--- src/rtl/audio_i2s_tx.sv ---
// audio_i2s_tx: stereo I2S / left-justified serial audio transmitter with sample FIFO.
//   clk_audio_bit_i  bit clock, all logic on its rising edge
//   reset_n_i        asynchronous active-low reset
//   enable_i         transmit enable, sampled at frame boundaries only
//   sample_l_i/r_i   stereo frame offered by the producer
//   sample_valid_i   producer handshake; accepted when sample_ready_o is high
//   sample_ready_o   FIFO not full
//   fifo_level_o     frames currently held
//   underrun_o       one-cycle pulse after a frame started with an empty FIFO
//   audio_data_o     serial data, MSB first, zero padded
//   audio_ws_o       word select, 0 = left slot, 1 = right slot
module audio_i2s_tx #(
  parameter int SAMPLE_WIDTH  = 16,
  parameter int SLOT_WIDTH    = 32,
  parameter int FIFO_DEPTH    = 4,
  parameter int I2S_MODE      = 1,
  parameter int UNDERRUN_MUTE = 1
) (
  input  logic                          clk_audio_bit_i,
  input  logic                          reset_n_i,
  input  logic                          enable_i,
  input  logic [SAMPLE_WIDTH-1:0]       sample_l_i,
  input  logic [SAMPLE_WIDTH-1:0]       sample_r_i,
  input  logic                          sample_valid_i,
  output logic                          sample_ready_o,
  output logic [$clog2(FIFO_DEPTH):0]   fifo_level_o,
  output logic                          underrun_o,
  output logic                          audio_data_o,
  output logic                          audio_ws_o
);
  localparam int AW = $clog2(FIFO_DEPTH);
  localparam int LW = AW + 1;
  localparam int FW = 2 * SLOT_WIDTH;
  localparam int CW = $clog2(FW);
  localparam int SHIFT = SLOT_WIDTH - SAMPLE_WIDTH - I2S_MODE;
  localparam logic [CW-1:0] CNT_HALF = CW'(SLOT_WIDTH);
  localparam logic [CW-1:0] CNT_LAST = CW'(FW - 1);
  localparam logic [LW-1:0] LVL_FULL = LW'(FIFO_DEPTH);
  typedef enum logic {IDLE, RUN} state_t;
  state_t state_q, state_d;
  logic [CW-1:0] cnt_q, cnt_d;
  logic [FW-1:0] sh_q, sh_d, src;
  logic [SLOT_WIDTH-1:0] slot_l, slot_r;
  logic [SAMPLE_WIDTH-1:0] mem_l [FIFO_DEPTH];
  logic [SAMPLE_WIDTH-1:0] mem_r [FIFO_DEPTH];
  logic [SAMPLE_WIDTH-1:0] last_l_q, last_r_q, new_l, new_r;
  logic [AW-1:0] wr_q, rd_q;
  logic [LW-1:0] level_q, level_d;
  logic data_d, ws_d, underrun_d, empty, push, pop, frame_start, active;
  assign fifo_level_o = level_q;
  // The whole frame lives in one shift register whose MSB is the next bit out;
  // each slot is pre-positioned so the I2S delay and zero padding fall out naturally.
  always_comb begin
    empty          = level_q == '0;
    sample_ready_o = level_q != LVL_FULL;
    push           = sample_valid_i && sample_ready_o;
    frame_start    = enable_i && (state_q == IDLE || cnt_q == '0);
    pop            = frame_start && !empty;
    underrun_d     = frame_start && empty;
    active         = frame_start || (state_q == RUN && cnt_q != '0);
    new_l          = !empty ? mem_l[rd_q] : (UNDERRUN_MUTE != 0 ? '0 : last_l_q);
    new_r          = !empty ? mem_r[rd_q] : (UNDERRUN_MUTE != 0 ? '0 : last_r_q);
    slot_l         = SLOT_WIDTH'(new_l) << SHIFT;
    slot_r         = SLOT_WIDTH'(new_r) << SHIFT;
    src            = frame_start ? {slot_l, slot_r} : sh_q;
    sh_d           = active ? src << 1 : sh_q;
    data_d         = active && src[FW-1];
    ws_d           = active && cnt_q >= CNT_HALF;
    cnt_d          = (!active || cnt_q == CNT_LAST) ? '0 : cnt_q + CW'(1);
    state_d        = active ? RUN : IDLE;
    level_d        = level_q + LW'(push) - LW'(pop);
  end
  always_ff @(posedge clk_audio_bit_i or negedge reset_n_i) begin
    if (!reset_n_i) begin
      state_q      <= IDLE;
      cnt_q        <= '0;
      sh_q         <= '0;
      last_l_q     <= '0;
      last_r_q     <= '0;
      wr_q         <= '0;
      rd_q         <= '0;
      level_q      <= '0;
      audio_data_o <= 1'b0;
      audio_ws_o   <= 1'b0;
      underrun_o   <= 1'b0;
    end else begin
      state_q      <= state_d;
      cnt_q        <= cnt_d;
      sh_q         <= sh_d;
      level_q      <= level_d;
      audio_data_o <= data_d;
      audio_ws_o   <= ws_d;
      underrun_o   <= underrun_d;
      if (push) wr_q <= wr_q + AW'(1);
      if (pop) begin
        rd_q     <= rd_q + AW'(1);
        last_l_q <= new_l;
        last_r_q <= new_r;
      end
    end
  end
  always_ff @(posedge clk_audio_bit_i) begin
    if (push) begin
      mem_l[wr_q] <= sample_l_i;
      mem_r[wr_q] <= sample_r_i;
    end
  end
endmodule

--- config.mk ---
export PLATFORM = sky130hd
export DESIGN_NAME = audio_i2s_tx
export DESIGN_NICKNAME = d
export VERILOG_FILES = /design/src/rtl/audio_i2s_tx.sv
export SDC_FILE = /design/constraint.sdc
export NUM_CORES = 1
export LEC_CHECK = 0
export BUFFER_PORTS_ARGS = -buffer_cell sky130_fd_sc_hd__buf_2
export CAP_MARGIN = 20
export CORE_MARGIN = 4
export CORE_UTILIZATION = 60
export DETAILED_ROUTE_END_ITERATION = 10
export GPL_TIMING_DRIVEN = 0
export HOLD_SLACK_MARGIN = 0.05
export PLACE_DENSITY = 0.88
export SYNTH_ARGS = -nofsm -noshare
export SYNTH_HDL_FRONTEND = slang
export SYNTH_SLANG_ARGS = --single-unit
--- constraint.sdc ---
create_clock -name clk_audio_bit_i -period 4.8 [get_ports clk_audio_bit_i]
set_input_delay 0.96 -clock clk_audio_bit_i [delete_from_list [all_inputs] [get_ports clk_audio_bit_i]]
set_output_delay 0.96 -clock clk_audio_bit_i [all_outputs]
set_load 0.01 [all_outputs]
==> results.json, run 1 <==
{
  "layout-drive-gt1-share": 0.293,
  "syn_nets": 500,
  "firstDrtPassIters": 5,
  "finish.instance_area_sq_um": 8730,
  "intPower_mw": 3.81,
  "setup_slack_ns": 2.21,
  "yosysSeqAreaShare": 0.708,
  "wl_per_cell_um": 21.1,
  "slowest_stage": "dfrtp_1",
  "seq_power_share": 0.445,
  "antenna_found_initial": 0,
  "status": "complete, no violations",
  "synth-edff-count": 128,
  "overflow": 0,
  "die_y_um": 122,
  "hp-class": "reg2reg",
  "portBuffers": 42,
  "die-area_sq_um": 14800,
  "post_cts_buffers": 0,
  "pre_cts_ws_ns": 1.81,
  "p_clk_frac": 0.234,
  "tightest_slew_ns": 0.900,
  "cts_hold_buf": 0,
  "seq_area_sq_um": 5470,
  "grt_pass1_wl_um": 23800,
  "maxCapViolCount": 0,
  "fin_crit_sh": 0.539,
  "critPathLaunchType": "flop",
  "clock-root-buffer": "clkbuf_16",
  "insertion_delay_ns": 0.44,
  "cts_sinks": 193,
  "synth.most_common_cell": "edfxtp_1",
  "fmax_mhz": 386,
  "via_per_inst": 5.96,
  "max_stage_delay_ns": 0.41,
  "cts_tree": "built",
  "path_common_cell": "ha_1",
  "max_slew_margin": 0.400,
  "path_clk_slew_ns": 0.06,
  "dpl_cell_area_sq_um": 8180,
  "crit_chain": "inv_1 > ha_1 > nand2b_4 > o41a_1 > buf_6 > nor3_4 > ha_1 > inv_1 > ha_1 > fa_1 > xnor2_1 > xnor2_1",
  "rows": 41,
  "num_antenna_cells": 0,
  "final_antenna_net_count": 0,
  "vias": 4181,
  "vdd_drop_max_mv": 0.340,
  "rsz0062_at_grt": "false",
  "yosysTopAreaCell": "edfxtp_1",
  "synth_cell_types": 30,
  "core-area_sq_um": 12600,
  "hpwl_um": 9110,
  "pwr-share-comb": 0.321,
  "start_util": 0.613,
  "yosysWarnings": 0,
  "ys_top_cells_by_count": "edfxtp_1, nor2_1, dfrtp_1",
  "wl_um": 14800,
  "p_sw_frac": 0.333,
  "h-tree-depth": 4,
  "finalSetupTns_ns": 0,
  "synth_area_sq_um": 7730,
  "drt_iter0_drc": 431,
  "synth_seq_cells": 193,
  "clockBufferDepth": 2,
  "synthArstFlopShare": 0.337,
  "switchingPower_mw": 1.90,
  "ys_top_cells_by_area": "edfxtp_1, dfrtp_1, mux4_2",
  "synth_flop_cell": "edfxtp_1",
  "post_cts_resized": 0,
  "required_ns": 5.15,
  "worstPathArrival_ns": 2.94,
  "routabilityCongestion": 0.778,
  "leakage_nw": 3.32,
  "fin_nets": 562,
  "crit_type": "reg2reg",
  "drv_slew": 0,
  "fin_skew_ns": 0.0105,
  "grt_usage": 0.219,
  "cp_max_fo": 7,
  "area_growth_pct": 12.9,
  "grt_pass1_vias": 4434,
  "drcViolationCount": 0,
  "cellPowerDensity_nw_per_um2": 654,
  "multi_input_area_sq_um": 2030,
  "syn_area_per_cell_sq_um": 17.0,
  "cts_buffers": 17,
  "synthCells": 455,
  "finalSetupViolations": 0,
  "die_w_um": 122,
  "nFillCells": 776,
  "hold_violations": 0,
  "grt_max_degree": 44,
  "end_kind": "flop",
  "finish.utilization": 0.692,
  "synth_top_area_share": 0.497,
  "hold_slack_ns": 0.476,
  "fin_crit_ns": 2.59,
  "ios": 43
}
[area by class of cell]
type / count / share of cell area
flip-flops and latches: 193 / 0.627
plain buffers: 27 / 0.0218
well taps: 172 / 0.0247
inverters: 11 / 0.00473
multi-input cells: 224 / 0.233
clock buffers: 18 / 0.0492
repair buffers: 43 / 0.0264
clock inverters: 13 / 0.0138
[worst max-delay path, delay by kind of cell, from the launching register on]
family	cells	cell delay [ns]
flops	1	0.41
xor+xnor	2	0.34
buf+inv	3	0.26
simple gates	2	0.26
fa+ha+maj	4	0.91
compound gates	1	0.33
[layout by cell type (no fill, tap or decap), types with 2 or more instances in the layout]
cell,instances
clkbuf_1,10
a221oi_2,29
clkinv_2,4
mux4_1,3
mux4_2,29
bufinv_16,2
and3_2,4
edfxtp_1,128
nand2_1,35
and2_1,2
buf_12,4
a221oi_1,2
inv_1,11
clkinvlp_4,2
xor2_1,3
dfrtp_1,65
nor2_1,73
ha_1,8
xnor2_1,6
clkbuf_16,17
nand3_1,19
buf_2,53
clkinv_1,3
buf_6,3
[path summary, 6_finish.rpt]
kind | start | endpoint | slack (ns) | depth (start not counted)
setup / recovery | cnt_q[0]$_DFF_PN0_ | fifo_level_o[2]$_DFF_PN0_ | 2.21 | 12
hold / removal | sh_q[38]$_DFFE_PN0P_ | sh_q[39]$_DFFE_PN0P_ | 0.48 | 2
setup reg to reg | cnt_q[0]$_DFF_PN0_ | fifo_level_o[2]$_DFF_PN0_ | 2.21 | 12
hold reg to reg | sh_q[38]$_DFFE_PN0P_ | sh_q[39]$_DFFE_PN0P_ | 0.48 | 2
max in group asynchronous | reset_n_i | fifo_level_o[1]$_DFF_PN0_ | 3.64 | 2
min in group asynchronous | reset_n_i | sh_q[21]$_DFFE_PN0P_ | 0.52 | 1
[state kept, by name (all words and copies together), names as in the netlist]
register,flops
mem_l,64
cnt_q,6
sh_q,48
wr_q,2
underrun_o,1
mem_r,64
rd_q,2
fifo_level_o,3
audio_data_o,1
audio_ws_o,1
state_q,1
[power by group through the flow]
stage	clock, mW	sequential, mW	combinational (mW)
2_1_floorplan	0	2.50	1.38
3_3_place_gp	0	2.53	1.72
3_5_place_dp	0	2.56	1.83
4_1_cts	1.35	2.54	1.86
5_1_grt	1.42	2.58	2.01
6_report	1.34	2.54	1.83
[kinds of logic after synthesis]
family	Yosys count	share of synthesized area
fa+ha+maj	9	0.0155
flops	193	0.708
xor+xnor	9	0.0102
mux	33	0.0961
buf+inv	38	0.0299
compound gates	36	0.0649
simple gates	137	0.0756
[metal layers]
metal,global-route usage,part of all wire,wire (um),up-vias
li1,-,-,-,1842
met1,0.283,0.40,5950,2160
met2,0.358,0.52,7670,139
met3,0.0480,0.046,688,40
met4,0.103,0.034,511,0
met5,0,0,0,-
[per-stage QoR]
stage | instances | total power [mW]
floorplan | 455 | 3.88
global placement | 669 | 4.25
detailed placement | 670 | 4.39
CTS | 701 | 5.75
global route | 701 | 6.02
finish | 701 | 5.71
(Power assumes the default switching activity.)
==> inputs of run 2 (changes only) <==
- clock period: 4.8 -> 2.4 ns (I/O delays scaled with it)
==> run 2 against run 1 <==
Via count grew 0.48%. Critical path type unchanged. Global-route usage up 0.12 points. Non-clock buffer count is 5 higher. Sequential power increased by 100%. Critical endpoint unchanged. Clock skew down 0.0055 ns.
==> results.json, run 2 (synthesis gave the netlist of run 1 again) <==
{
  "status": "complete, no violations",
  "cts_tree": "built",
  "p_clk_frac": 0.240,
  "via_per_inst": 5.94,
  "ios": 43,
  "max_slew_margin": 0.405,
  "rows": 41,
  "drv_slew": 0,
  "tightest_slew_ns": 0.892,
  "layout-drive-gt1-share": 0.308,
  "slowest_stage": "dfrtp_1",
  "clock-root-buffer": "clkbuf_16",
  "drt_iter0_drc": 430,
  "start_util": 0.613,
  "p_sw_frac": 0.327,
  "required_ns": 2.75,
  "layout_commonest_cell": "edfxtp_1",
  "cp_max_fo": 2,
  "grt_max_degree": 36,
  "worstPathArrival_ns": 2.71,
  "path_clk_slew_ns": 0.06,
  "area_growth_pct": 14.1,
  "cts_buffers": 17,
  "grt_pass1_vias": 4522,
  "hpwl_um": 9080,
  "maxCapViolCount": 0,
  "wl_per_cell_um": 20.4,
  "die_w_um": 122,
  "switchingPower_mw": 3.81,
  "finalNonFillerCells": 707,
  "rsz0062_at_grt": "true",
  "dpl_cell_area_sq_um": 8180,
  "cellPowerDensity_nw_per_um2": 1320,
  "die-area_sq_um": 14800,
  "reg2reg_from": "cnt_q[0]$_DFF_PN0_",
  "h-tree-depth": 4,
  "hp-class": "in2async",
  "grt_usage": 0.220,
  "cts_sinks": 193,
  "critPathLaunchType": "flop",
  "r2r_cells": 11,
  "intPower_mw": 7.84,
  "num_antenna_cells": 0,
  "finish.instance_area_sq_um": 8820,
  "end_kind": "flop",
  "setup_slack_ns": 0.0367,
  "finish.utilization": 0.699,
  "core-area_sq_um": 12600,
  "final_antenna_net_count": 0,
  "drcViolationCount": 0,
  "portBuffers": 42,
  "r2r_setup_slack_ns": 0.04,
  "p_total_mw": 11.6,
  "die_y_um": 122,
  "hold_violations": 0,
  "wl_um": 14400,
  "r2r-end": "fifo_level_o[2]$_DFF_PN0_",
  "reg_top3": "mem_l (64), mem_r (64), sh_q (48)",
  "critPathLaunch": "cnt_q[0]$_DFF_PN0_",
  "hold_slack_ns": 0.115,
  "seq_power_share": 0.437,
  "layout_common_cells": "edfxtp_1, nor2_1, dfrtp_1, buf_2, nand2_1",
  "crit_chain": "inv_2 > ha_4 > nand2b_4 > o41a_1 > nor3_4 > ha_1 > inv_1 > ha_2 > fa_2 > xnor2_2 > xnor2_1",
  "finalSetupViolations": 0,
  "overflow": 0,
  "leakage_nw": 3.36,
  "grt_pass1_wl_um": 24000,
  "cts_hold_buf": 0,
  "crit_type": "reg2reg",
  "pre_cts_ws_ns": -0.125,
  "routabilityCongestion": 0.769,
  "fin_crit_sh": 0.985,
  "fin_crit_ns": 2.36,
  "pwr-share-comb": 0.323,
  "firstDrtPassIters": 5,
  "finalSetupTns_ns": 0,
  "fin_nets": 567,
  "antenna_found_initial": 0,
  "max_stage_delay_ns": 0.40,
  "clockBufferDepth": 2,
  "vias": 4201,
  "fin_skew_ns": 0.00502,
  "vdd_drop_max_mv": 0.622,
  "dp_cells": 670,
  "fmax_mhz": 423,
  "insertion_delay_ns": 0.43
}
==> run 2: changes by cell type in the layout (fill, tap and decap cells not counted), sizes merged <==
cell	before	now
clkinv	7	3
buf	61	66
clkinvlp	3	2
clkbuf	27	32
bufinv	2	3
==> run 2: how the worst max path moves through the flow <==
stage | end | slack (ns) | cells after the start
3_5_place_dp | fifo_level_o[2]$_DFF_PN0_ | -0.13 | 12
3_3_place_gp | fifo_level_o[2]$_DFF_PN0_ | -0.08 | 12
4_1_cts | fifo_level_o[2]$_DFF_PN0_ | -0.06 | 12
5_1_grt | fifo_level_o[2]$_DFF_PN0_ | -0.13 | 11
6_report | fifo_level_o[2]$_DFF_PN0_ | 0.04 | 11
2_1_floorplan | fifo_level_o[2]$_DFF_PN0_ | 0.007 | 12
==> run 2: power groups by stage <==
| stage | clock (mW) | sequential (mW) | combinational [mW] |
|---|---|---|---|
| final | 2.80 | 5.09 | 3.76 |
| after global routing | 2.97 | 5.18 | 4.16 |
| after CTS | 2.82 | 5.08 | 3.76 |
| after detailed placement | 0 | 5.13 | 3.63 |
| after global placement | 0 | 5.06 | 3.42 |
| after floorplan | 0 | 5.00 | 2.76 |
==> run 2: repair_timing <==
action / CTS / global route
endpoints found under the setup margin: 2 / 2
pin swaps: 4 / 3
endpoints found under the hold margin: 0 / 0
setup buffers: 4 / 2
gates resized for setup: 1 / 5
==> run 2: layout make-up <==
cell class,count,area [sq um]
clock buffers,23,448
well taps,172,215
clock inverters,9,136
plain buffers,26,179
multi-input cells,224,2060
flip-flops and latches,193,5470
fillers,776,3800
repair buffers,49,275
inverters,11,41.3
==> run 2: worst max-delay path: cells and delay by family, from the launching register on <==
family                   cells  cell delay, ns
AO/OA/AOI/OAI                1            0.38
AND/OR/NAND/NOR              2            0.25
XOR/XNOR                     2            0.32
adder cells (fa/ha/maj)      4            0.79
buffers and inverters        2            0.13
flip-flops                   1            0.40
==> run 2: metal layers <==
layer  up-vias  wire length, um  GRT usage
met5         -                0          0
met4         0              501      0.120
met3        42              734     0.0513
met2       148             7610      0.344
met1      2160             5590      0.290
li1       1851                -          -
==> inputs of run 3 (changes only) <==
- CORE_UTILIZATION: 60 -> 40
- PLACE_DENSITY: 0.88 -> 0.65
==> run 3 against run 2 <==
Fmax is 2.4% lower. Final cell count is 13% higher. Via count is 3.6% lower. Hold slack better by 0.045 ns. Core utilization shrank 22 points. Register-to-register slack got worse by 0.06 ns. Routed wire length down 1.4%. Critical path depth unchanged. Sequential power fell by 1%. Die area is 46% higher. Clock power shrank 4%. Combinational power rose by 2%. The flow now finishes with violations (setup timing).
==> results.json, run 3 (synthesis gave the netlist of run 1 again) <==
{
  "grt_usage": 0.139,
  "cellPowerDensity_nw_per_um2": 1280,
  "overflow": 0,
  "max_stage_delay_ns": 0.43,
  "end_kind": "flop",
  "dp_cells": 761,
  "drt_iter0_drc": 263,
  "r2r-end": "fifo_level_o[2]$_DFF_PN0_",
  "vdd_drop_max_mv": 0.604,
  "layout_commonest_cell": "edfxtp_1",
  "finish.instance_area_sq_um": 9030,
  "h-tree-depth": 4,
  "p_total_mw": 11.6,
  "worstPathArrival_ns": 2.73,
  "fin_crit_ns": 2.42,
  "path_clk_slew_ns": 0.07,
  "insertion_delay_ns": 0.42,
  "hpwl_um": 9390,
  "slowest_stage": "o41a_1",
  "wl_um": 14200,
  "reg2reg_from": "cnt_q[1]$_DFF_PN0_",
  "rows": 50,
  "area_growth_pct": 16.8,
  "via_per_inst": 5.06,
  "r2r_cells": 11,
  "hold_violations": 0,
  "die-area_sq_um": 21600,
  "portBuffers": 42,
  "num_antenna_cells": 0,
  "die_w_um": 147,
  "fmax_mhz": 413,
  "fin_crit_sh": 1.01,
  "violations": "setup timing",
  "cp_num_buf_inv": 2,
  "vias": 4048,
  "cts_buffers": 17,
  "grt_pass1_vias": 4249,
  "grt_pass1_wl_um": 22900,
  "crit_chain": "inv_2 > ha_4 > nand2b_4 > o41a_1 > nor3_4 > ha_1 > inv_1 > ha_2 > fa_2 > xnor2_2 > xnor2_1",
  "die_y_um": 147,
  "wl_per_cell_um": 17.8,
  "drv_slew": 0,
  "grt_max_degree": 66,
  "fin_skew_ns": 0.00983,
  "clock-root-buffer": "clkbuf_16",
  "drcViolationCount": 0,
  "dpl_cell_area_sq_um": 8390,
  "max_slew_margin": 0.441,
  "setup_slack_ns": -0.0221,
  "final_antenna_net_count": 0,
  "clockBufferDepth": 2,
  "finalSetupViolations": 1,
  "tightest_slew_ns": 0.839,
  "critPathLaunchType": "flop",
  "layout_common_cells": "edfxtp_1, nor2_1, dfrtp_1, buf_2, nand2_1",
  "reg_top3": "mem_l (64), mem_r (64), sh_q (48)",
  "layout-drive-gt1-share": 0.319,
  "start_util": 0.410,
  "hp-class": "in2async",
  "cp_top_family": "adder cells",
  "routabilityCongestion": 0.717,
  "nFillCells": 1588,
  "core-area_sq_um": 18800,
  "r2r_setup_slack_ns": -0.02,
  "cts_hold_buf": 0,
  "required_ns": 2.71,
  "cts_tree": "built",
  "cp_max_fo": 2,
  "fin_nets": 572,
  "antenna_found_initial": 0,
  "crit_type": "reg2reg",
  "finalNonFillerCells": 800,
  "ios": 43,
  "leakage_nw": 3.41,
  "rsz0062_at_grt": "true",
  "cts_sinks": 193,
  "maxCapViolCount": 0,
  "firstDrtPassIters": 4,
  "status": "finished with violations"
}
-- run 3: cell count changes in the layout (fill, tap and decap cells not counted), moves of 2 or more --
| cell | previous run | this run |
|---|---|---|
| clkbuf_16 | 17 | 19 |
| clkbuf_1 | 15 | 12 |
| inv_4 | 0 | 2 |
| buf_4 | 7 | 10 |
| buf_16 | 0 | 4 |
| bufinv_16 | 3 | 0 |
-- run 3: final cells by class --
class	count	area, sq um	share of cell area
clock buffer	23	500	0.0554
tap	260	325	0.0360
buffer	26	179	0.0198
clock inverter	9	70.1	0.00776
sequential	193	5470	0.606
timing repair buffer	54	383	0.0424
inverter	11	41.3	0.00457
multi-input combinational	224	2060	0.228
-- run 3: stage by stage --
step	utilization	worst slack, ns	TNS, ns	hold WS, ns
6_report	0.479	-0.0221	-0.0221	0.160
5_1_grt	0.479	-0.108	-0.120	0.246
3_5_place_dp	0.445	-0.176	-0.217	0.456
4_1_cts	0.478	0.0111	0	0.190
3_3_place_gp	0.439	-0.131	-14.12	0.453
2_1_floorplan	-	0.00667	0	0.184
-- run 3: how the worst max path moves through the flow --
| stage | startpoint | cells after the start | endpoint | slack [ns] |
|---|---|---|---|---|
| 4_1_cts | cnt_q[0]$_DFF_PN0_ | 12 | fifo_level_o[2]$_DFF_PN0_ | 0.01 |
| 3_5_place_dp | enable_i | 10 | fifo_level_o[2]$_DFF_PN0_ | -0.18 |
| 3_3_place_gp | enable_i | 10 | fifo_level_o[2]$_DFF_PN0_ | -0.13 |
| 5_1_grt | cnt_q[1]$_DFF_PN0_ | 11 | fifo_level_o[2]$_DFF_PN0_ | -0.11 |
| 6_report | cnt_q[1]$_DFF_PN0_ | 11 | fifo_level_o[2]$_DFF_PN0_ | -0.02 |
| 2_1_floorplan | cnt_q[0]$_DFF_PN0_ | 12 | fifo_level_o[2]$_DFF_PN0_ | 0.007 |
-- run 3: per-layer routing --
layer,share of wire,wire length (um),GRT usage
met5,0,0,0
met3,0.028,399,0.0287
met2,0.52,7440,0.240
met1,0.43,6110,0.172
met4,0.019,273,0.0545
-- run 3: report_power, final --
part / switching [mW] / internal [mW]
registers: 0.466 / 4.57
logic: 2.11 / 1.73
clock network: 1.19 / 1.49
-- run 3: repair_timing --
item                                    in CTS  in global routing
gates resized for setup                      3                  3
pin swaps                                    1                  7
buffers inserted                             4                  4
endpoints found under the setup margin       2                  1
